==> config.mk <==
export PLATFORM = sky130hd
export DESIGN_NAME = test1_av_bridge
export DESIGN_NICKNAME = d
export VERILOG_FILES = /design/src/rtl/test1_av_bridge.sv
export SDC_FILE = /design/constraint.sdc
export NUM_CORES = 1
export LEC_CHECK = 0
export CAP_MARGIN = 20
export CORE_MARGIN = 3
export CORE_UTILIZATION = 64
export CTS_BUF_LIST = sky130_fd_sc_hd__clkbuf_4 sky130_fd_sc_hd__clkbuf_8
export CTS_CLUSTER_SIZE = 10
export DETAILED_ROUTE_END_ITERATION = 6
export DONT_BUFFER_PORTS = 1
export GPL_TIMING_DRIVEN = 0
export PLACE_DENSITY_LB_ADDON = 0.05
export SLEW_MARGIN = 20
export SYNTH_ARGS = -nofsm -noshare
export SYNTH_HDL_FRONTEND = slang
export SYNTH_SLANG_ARGS = --single-unit
==> constraint.sdc <==
create_clock -name CLK -period 2.7 [get_ports CLK]
set_input_delay 0.27 -clock CLK [delete_from_list [all_inputs] [get_ports CLK]]
set_output_delay 0.27 -clock CLK [all_outputs]
set_load 0.01 [all_outputs]
==> src/rtl/test1_av_bridge.sv <==
// Purpose : valid/ready request stream -> single-cycle method9 ActionValue calls, results queued in a FIFO.
// Latency : result visible on out_* one cycle after the accepting edge (no bypass from method9).
// Backpr. : in_ready drops when the wrapper is not ready, the FIFO is full, or before the first edge after reset.
//
// Ports:
//   CLK, RST_N                      clock, asynchronous active-low reset
//   in_valid/in_ready/in_data       request stream (in_ready never looks at in_valid)
//   RDY_method9/EN_method9          wrapper handshake; EN only ever asserted with RDY high
//   method9_in1                     method argument, combinational copy of in_data
//   method9                         method result, sampled when EN_method9 is high
//   out_valid/out_ready/out_data    response stream driven from the registered FIFO head
//   stat_clr/stat_calls/stat_stalls only with TEST1_AV_BRIDGE_STATS_EN defined:
//                                   saturating call and stall counters, stat_clr wins over an event
module test1_av_bridge #(
  parameter int IN_W  = 4,
  parameter int RES_W = 4,
  parameter int DEPTH = 4
) (
  input  logic             CLK,
  input  logic             RST_N,
  input  logic             in_valid,
  output logic             in_ready,
  input  logic [IN_W-1:0]  in_data,
  input  logic             RDY_method9,
  output logic             EN_method9,
  output logic [IN_W-1:0]  method9_in1,
  input  logic [RES_W-1:0] method9,
  output logic             out_valid,
  input  logic             out_ready,
  output logic [RES_W-1:0] out_data
`ifdef TEST1_AV_BRIDGE_STATS_EN
  ,
  input  logic             stat_clr,
  output logic [15:0]      stat_calls,
  output logic [15:0]      stat_stalls
`endif
);

  localparam int AW = $clog2(DEPTH);
  localparam logic [AW:0] C_FULL = (AW+1)'(DEPTH);

  logic             r_live;
  logic [AW-1:0]    r_wr_ptr;
  logic [AW-1:0]    r_rd_ptr;
  logic [AW:0]      r_count;
  logic [RES_W-1:0] r_mem [DEPTH];

  logic w_push;
  logic w_pop;

  // Full blocks a push even when a pop lands in the same cycle; this keeps
  // in_ready off the out_ready path.
  assign in_ready    = r_live & RDY_method9 & (r_count != C_FULL);
  assign EN_method9  = in_valid & in_ready;
  assign method9_in1 = in_data;
  assign w_push      = EN_method9;
  assign out_valid   = (r_count != '0);
  assign w_pop       = out_valid & out_ready;
  assign out_data    = r_mem[r_rd_ptr];

  always_ff @(posedge CLK or negedge RST_N) begin
    if (!RST_N) begin
      r_live   <= 1'b0;
      r_wr_ptr <= '0;
      r_rd_ptr <= '0;
      r_count  <= '0;
      for (int i = 0; i < DEPTH; i++) r_mem[i] <= '0;
    end else begin
      // First edge after reset release only arms the bridge.
      r_live <= 1'b1;
      if (w_push) begin
        r_mem[r_wr_ptr] <= method9;
        r_wr_ptr        <= r_wr_ptr + AW'(1);
      end
      if (w_pop) r_rd_ptr <= r_rd_ptr + AW'(1);
      case ({w_push, w_pop})
        2'b10:   r_count <= r_count + (AW+1)'(1);
        2'b01:   r_count <= r_count - (AW+1)'(1);
        default: r_count <= r_count;
      endcase
    end
  end

`ifdef TEST1_AV_BRIDGE_STATS_EN
  logic        w_stall;
  logic [15:0] r_stat_calls;
  logic [15:0] r_stat_stalls;

  assign w_stall     = in_valid & ~in_ready & r_live;
  assign stat_calls  = r_stat_calls;
  assign stat_stalls = r_stat_stalls;

  always_ff @(posedge CLK or negedge RST_N) begin
    if (!RST_N) begin
      r_stat_calls  <= '0;
      r_stat_stalls <= '0;
    end else if (stat_clr) begin
      r_stat_calls  <= '0;
      r_stat_stalls <= '0;
    end else begin
      if (EN_method9 && (r_stat_calls != 16'hFFFF)) r_stat_calls  <= r_stat_calls + 16'd1;
      if (w_stall && (r_stat_stalls != 16'hFFFF))   r_stat_stalls <= r_stat_stalls + 16'd1;
    end
  end
`endif

endmodule

==> results of run 1 <==
## worst max-delay path by stage
stage / startpoint / end / slack [ns] / cells past startpoint
2_1_floorplan: r_count[0] / r_count[2] / 0.70 / 9
3_3_place_gp: r_count[0] / r_count[2] / 0.50 / 9
3_5_place_dp: r_count[1] / r_count[2] / 0.49 / 9
4_1_cts: r_count[1] / r_count[2] / 0.45 / 9
5_1_grt: r_count[0] / r_count[2] / 0.22 / 9
6_report: r_count[1] / r_count[2] / 0.47 / 9
## area by class of cell
cell class,instances,area share
Sequential cell,24,0.474
Multi-Input combinational cell,48,0.404
Buffer,5,0.0267
Clock inverter,1,0.0237
Tap cell,24,0.0237
Clock buffer,3,0.0178
Inverter,6,0.0178
Timing Repair Buffer,2,0.0119
## power breakdown
group	internal, uW	switching (uW)
Sequential	533	124
Combinational	295	226
Clock	150	105
## worst reg2reg max path, delay by kind of cell (launching register included)
| kind | cells | cell delay (ns) |
|---|---|---|
| XOR/XNOR | 2 | 0.30 |
| adder cells (fa/ha/maj) | 2 | 0.55 |
| buffers and inverters | 2 | 0.16 |
| flip-flops | 1 | 0.44 |
| AND/OR/NAND/NOR | 3 | 0.73 |
## metal layers
metal,wire (um),part of all wire,GRT usage,up-vias
li1,-,-,-,293
met5,0,0,0,-
met4,44,0.023,0.114,0
met2,898,0.48,0.278,21
met1,839,0.44,0.244,304
met3,107,0.057,0.0368,4
## registers in the layout (all words and copies together) (netlist names)
register  count
r_live        1
r_wr_ptr      2
r_mem        16
r_count       3
r_rd_ptr      2
## cell usage in the layout (no fill, tap or decap), types with 2 or more instances in the layout
cell type   n
buf_4       4
clkbuf_4    3
dfrtp_1    24
ha_1        5
inv_1       6
mux2_2     17
mux4_2      4
nand2_1     2
nor2_1      3
nor3b_1     4
xnor2_1     3
xor2_1      3
## stage by stage
step | hold slack (ns) | instances | total power, uW
2_1_floorplan | -0.0256 | 83 | 1080
3_3_place_gp | -0.0251 | 107 | 1150
3_5_place_dp | -0.0251 | 107 | 1190
4_1_cts | 0.0869 | 112 | 1450
5_1_grt | 0.0654 | 113 | 1550
6_report | 0.0915 | 113 | 1430
## logic make-up after synthesis
group	share of synthesized area
xor+xnor	0.0450
compound gates	0.00750
buf+inv	0.0482
mux	0.249
simple gates	0.0621
flops	0.514
other cells	0.00321
fa+ha+maj	0.0707
==> impl_metrics.tcl, run 1 <==
set metrics [dict create \
    status "completed" \
    drive_above_1_share 0.348 \
    ant_nets 0 \
    finalSetupViolations 0 \
    multi_input_area_um2 512 \
    cts_setup_buffers 0 \
    ctsHoldBuffers 1 \
    rr_worst_depth 9 \
    start_kind "register" \
    leakage_uw 0.000567 \
    grt_setup_unrepaired "false" \
    place_congestion 0.717 \
    clkLatencyLatePin_ns 0.32 \
    worst_slack_ns 0.471 \
    htree_levels 1 \
    synth.top_cell.area_share 0.514 \
    crit_fanout 6 \
    drt-wirelength-per-cell_um 16.7 \
    fin_util 0.786 \
    fin_crit_sh 0.826 \
    r2r_start "r_count[1]" \
    ys_top_cells_by_area "dfrtp_1, mux2_2, mux4_2, ha_1, buf_4" \
    regArea_um2 601 \
    grt_usage 0.184 \
    synthFlopType "dfrtp_1" \
    dpl.hpwl_mm 1.43 \
    grt_pass1_vias 661 \
    synth_area_um2 1170 \
    async_reset_ff_frac 1.00 \
    cts_num_sinks 24 \
    syn_inst 83 \
    cellPowerDensity_nw_per_um2 1130 \
    cts_resized 0 \
    overflow 0 \
    period_minus_slack_ns 2.23 \
    synth.distinct_cells 19 \
    first_pass_iters 2 \
    synth_edf_count 0 \
    start_util 0.725 \
    crit_buf_inv 2 \
    syn_area_per_cell_um2 14.1 \
    placementRows 14 \
    antenna_cells 0 \
    tritoncts "done" \
    antenna_found_initial 0 \
    drt-total-wl_mm 1.89 \
    slew_violations 0 \
    ioPinCount 24 \
    clockRootBuffer "clkbuf_4" \
    vias_per_cell 5.50 \
    syn2layout_area_growth_pct 8.35 \
    ff2ff_setup_slack_ns 0.47 \
    path_cells "nor3b_2, nor2_1, inv_1, ha_1, inv_1, fa_1, xor2_1, nor2_1, xor2_1" \
    relSlewSlack 0.473 \
    hold_path_depth 1 \
    vias 622 \
    slowest_stage "dfrtp_1" \
    cts-buffers-inserted 3 \
    fmax_mhz 449 \
    grt_max_degree 25 \
    hp-start "method9[1]" \
    finish.instance_area_um2 1270 \
    path_class "register to register" \
    synth_nets 102 \
    crit_path_end_kind "register" \
    io_buffers 0 \
    min_to "r_mem[13]" \
    drc 0 \
    grt_pass1_wl_mm 3.21 \
    die_x_um 48.7 \
    first_iter_violations 3 \
    synthTopCellsByCount "dfrtp_1, mux2_2, inv_1, ha_1" \
    clock_skew_ns 0.00726 \
    fillers 111 \
    crit_family "simple AND/OR/NAND/NOR gates" \
    die_area_um2 2370 \
    finalSetupTns_ns 0 \
    clkSlewWorstSetupHoldPaths_ns 0.13 \
    crit_required_ns 2.95 \
    yosys.cell_count.top_type "dfrtp_1" \
    pre_cts_ws_ns 0.493 \
    peakVddDrop_mv 0.575 \
    worstPathArrival_ns 2.48 \
    ys.warnings.count 0 \
    core_area_um2 1610 \
    dpl_cell_area_um2 1200 \
    r2r-end "r_count[2]" \
    max_stage_delay_ns 0.44 \
    clk_path_buf_depth 2 \
    tightestPinTransition_ns 0.788 \
    timing.final.hold_violations 0 \
    nNetsFinal 109 \
    die_h_um 48.7 \
    hp-class "input port to register" \
    yosysTopAreaCell "dfrtp_1" \
    synth-seq-cells 24 \
    yosysSeqAreaShare 0.514 \
    drv_cap 0 \
]
(Power assumes the default switching activity.)
==> run 2: changes to the inputs <==
- clock period: 2.7 -> 2.2 ns (I/O delays scaled with it)
==> impl_metrics.tcl, run 2 (synthesis gave the netlist of run 1 again) <==
set metrics [dict create \
    io_buffers 0 \
    grt_max_degree 25 \
    grt_usage 0.185 \
    slowest_stage "dfrtp_2" \
    htree_levels 1 \
    finalSetupViolations 0 \
    final_cells 114 \
    clockRootBuffer "clkbuf_4" \
    first_iter_violations 2 \
    status "completed" \
    antenna_found_initial 0 \
    drt-wirelength-per-cell_um 17.1 \
    fmax_mhz 489 \
    dpl_cell_area_um2 1200 \
    ant_nets 0 \
    crit_family "adder cells" \
    p_seq_frac 0.455 \
    power_switching_uw 574 \
    dpl.hpwl_mm 1.43 \
    timing.final.hold_violations 0 \
    pwr-share-comb 0.370 \
    start_kind "register" \
    vias_per_cell 5.46 \
    cts_num_sinks 24 \
    clkSlewWorstSetupHoldPaths_ns 0.13 \
    syn2layout_area_growth_pct 9.85 \
    fin_util 0.797 \
    fin_crit_sh 0.929 \
    slew_violations 0 \
    clkLatencyLatePin_ns 0.32 \
    period_minus_slack_ns 2.04 \
    grt_pass1_wl_mm 3.22 \
    placementRows 14 \
    crit_fanout 5 \
    relSlewSlack 0.472 \
    cts-buffers-inserted 3 \
    tightestPinTransition_ns 0.791 \
    layout_common_cells "dfrtp_1, mux2_2, inv_1" \
    drc 0 \
    finish.instance_area_um2 1280 \
    grt_pass1_vias 662 \
    clock_skew_ns 0.00827 \
    cellPowerDensity_nw_per_um2 1400 \
    finalSetupTns_ns 0 \
    leakage_uw 0.000574 \
    max_stage_delay_ns 0.47 \
    placedCellCount 107 \
    hp-class "input port to register" \
    drt-total-wl_mm 1.94 \
    drv_cap 0 \
    die_h_um 48.7 \
    die_x_um 48.7 \
    first_pass_iters 3 \
    place_congestion 0.717 \
    start_util 0.725 \
    drive_above_1_share 0.378 \
    final_common_cell "dfrtp_1" \
    top_register "r_mem" \
    clk_path_buf_depth 2 \
    peakVddDrop_mv 0.706 \
    hold_slack_ns 0.0409 \
    die_area_um2 2370 \
    vias 623 \
    ioPinCount 24 \
    nNetsFinal 110 \
    core_area_um2 1610 \
    swShare 0.320 \
    worstPathArrival_ns 2.29 \
    largest_reg_flops 16 \
    overflow 0 \
    p_int_uw 1220 \
    path_class "register to register" \
    biggestRegsByFlops "r_mem x16, r_count x3" \
    p_clk_frac 0.175 \
    crit_buf_inv 2 \
    antenna_cells 0 \
    tritoncts "done" \
    path_cells "nor3b_4, nor2_2, inv_1, ha_1, inv_1, fa_1, xor2_1, nor2_1, xor2_1" \
    crit_path_end_kind "register" \
    crit_required_ns 2.45 \
]
[run 2: changes by cell type in the layout (fill, tap and decap cells not counted), sizes merged]
cell,before,now
buf,5,6
[run 2: repair_timing]
item	4_1_cts	5_1_grt
setup buffers	0	1
hold buffers	1	1
setup endpoints to repair	1	1
hold endpoints to repair	24	24
pin swaps	0	1
gates resized for setup	1	2
[run 2: power groups by stage]
stage          combinational, uW  clock [uW]  sequential [uW]
6_report                     662         313              816
5_1_grt                      741         344              847
4_1_cts                      660         320              814
3_5_place_dp                 642           0              819
3_3_place_gp                 610           0              796
2_1_floorplan                558           0              764
[run 2: final cells by class]
cell class | instances | area (um^2)
Multi-Input combinational cell | 48 | 520
Tap cell | 24 | 30.0
Fill cell | 107 | 328
Clock buffer | 3 | 22.5
Timing Repair Buffer | 3 | 22.5
Sequential cell | 24 | 602
Inverter | 6 | 22.5
Clock inverter | 1 | 30.0
Buffer | 5 | 33.8
[run 2: routing by layer]
metal,GRT usage,vias up,wire [um]
met2,0.278,21,935
li1,-,293,-
met1,0.246,305,856
met3,0.0368,4,108
met4,0.114,0,44
met5,0,-,0
[run 2: metrics by stage]
step                setup slack [ns]  power, uW
global placement            -0.00449       1410
detailed placement          -0.00709       1460
finish                         0.156       1790
floorplan                      0.200       1320
CTS                           0.0246       1790
global route                 -0.0411       1930
[run 2: path summary, 6_finish.rpt]
path,slack (ns),from,to,depth (start not counted)
max in group asynchronous,1.42,RST_N,r_count[0],2
min in group asynchronous,0.40,RST_N,r_mem[11],2
worst max-delay path,0.16,r_count[0],r_count[2],9
worst max register to register,0.16,r_count[0],r_count[2],9
worst min register to register,0.52,r_mem[13],r_mem[13],1
worst min-delay path,0.04,method9[1],r_mem[13],1
[run 2: worst register-to-register path, delay by kind of cell (launching register included)]
kind,cells,cell delay (ns)
xor gates and xnor gates,2,0.30
DFF,1,0.47
buffers and inverters,2,0.14
and+or+nand+nor,3,0.54
adders and majority gates,2,0.55
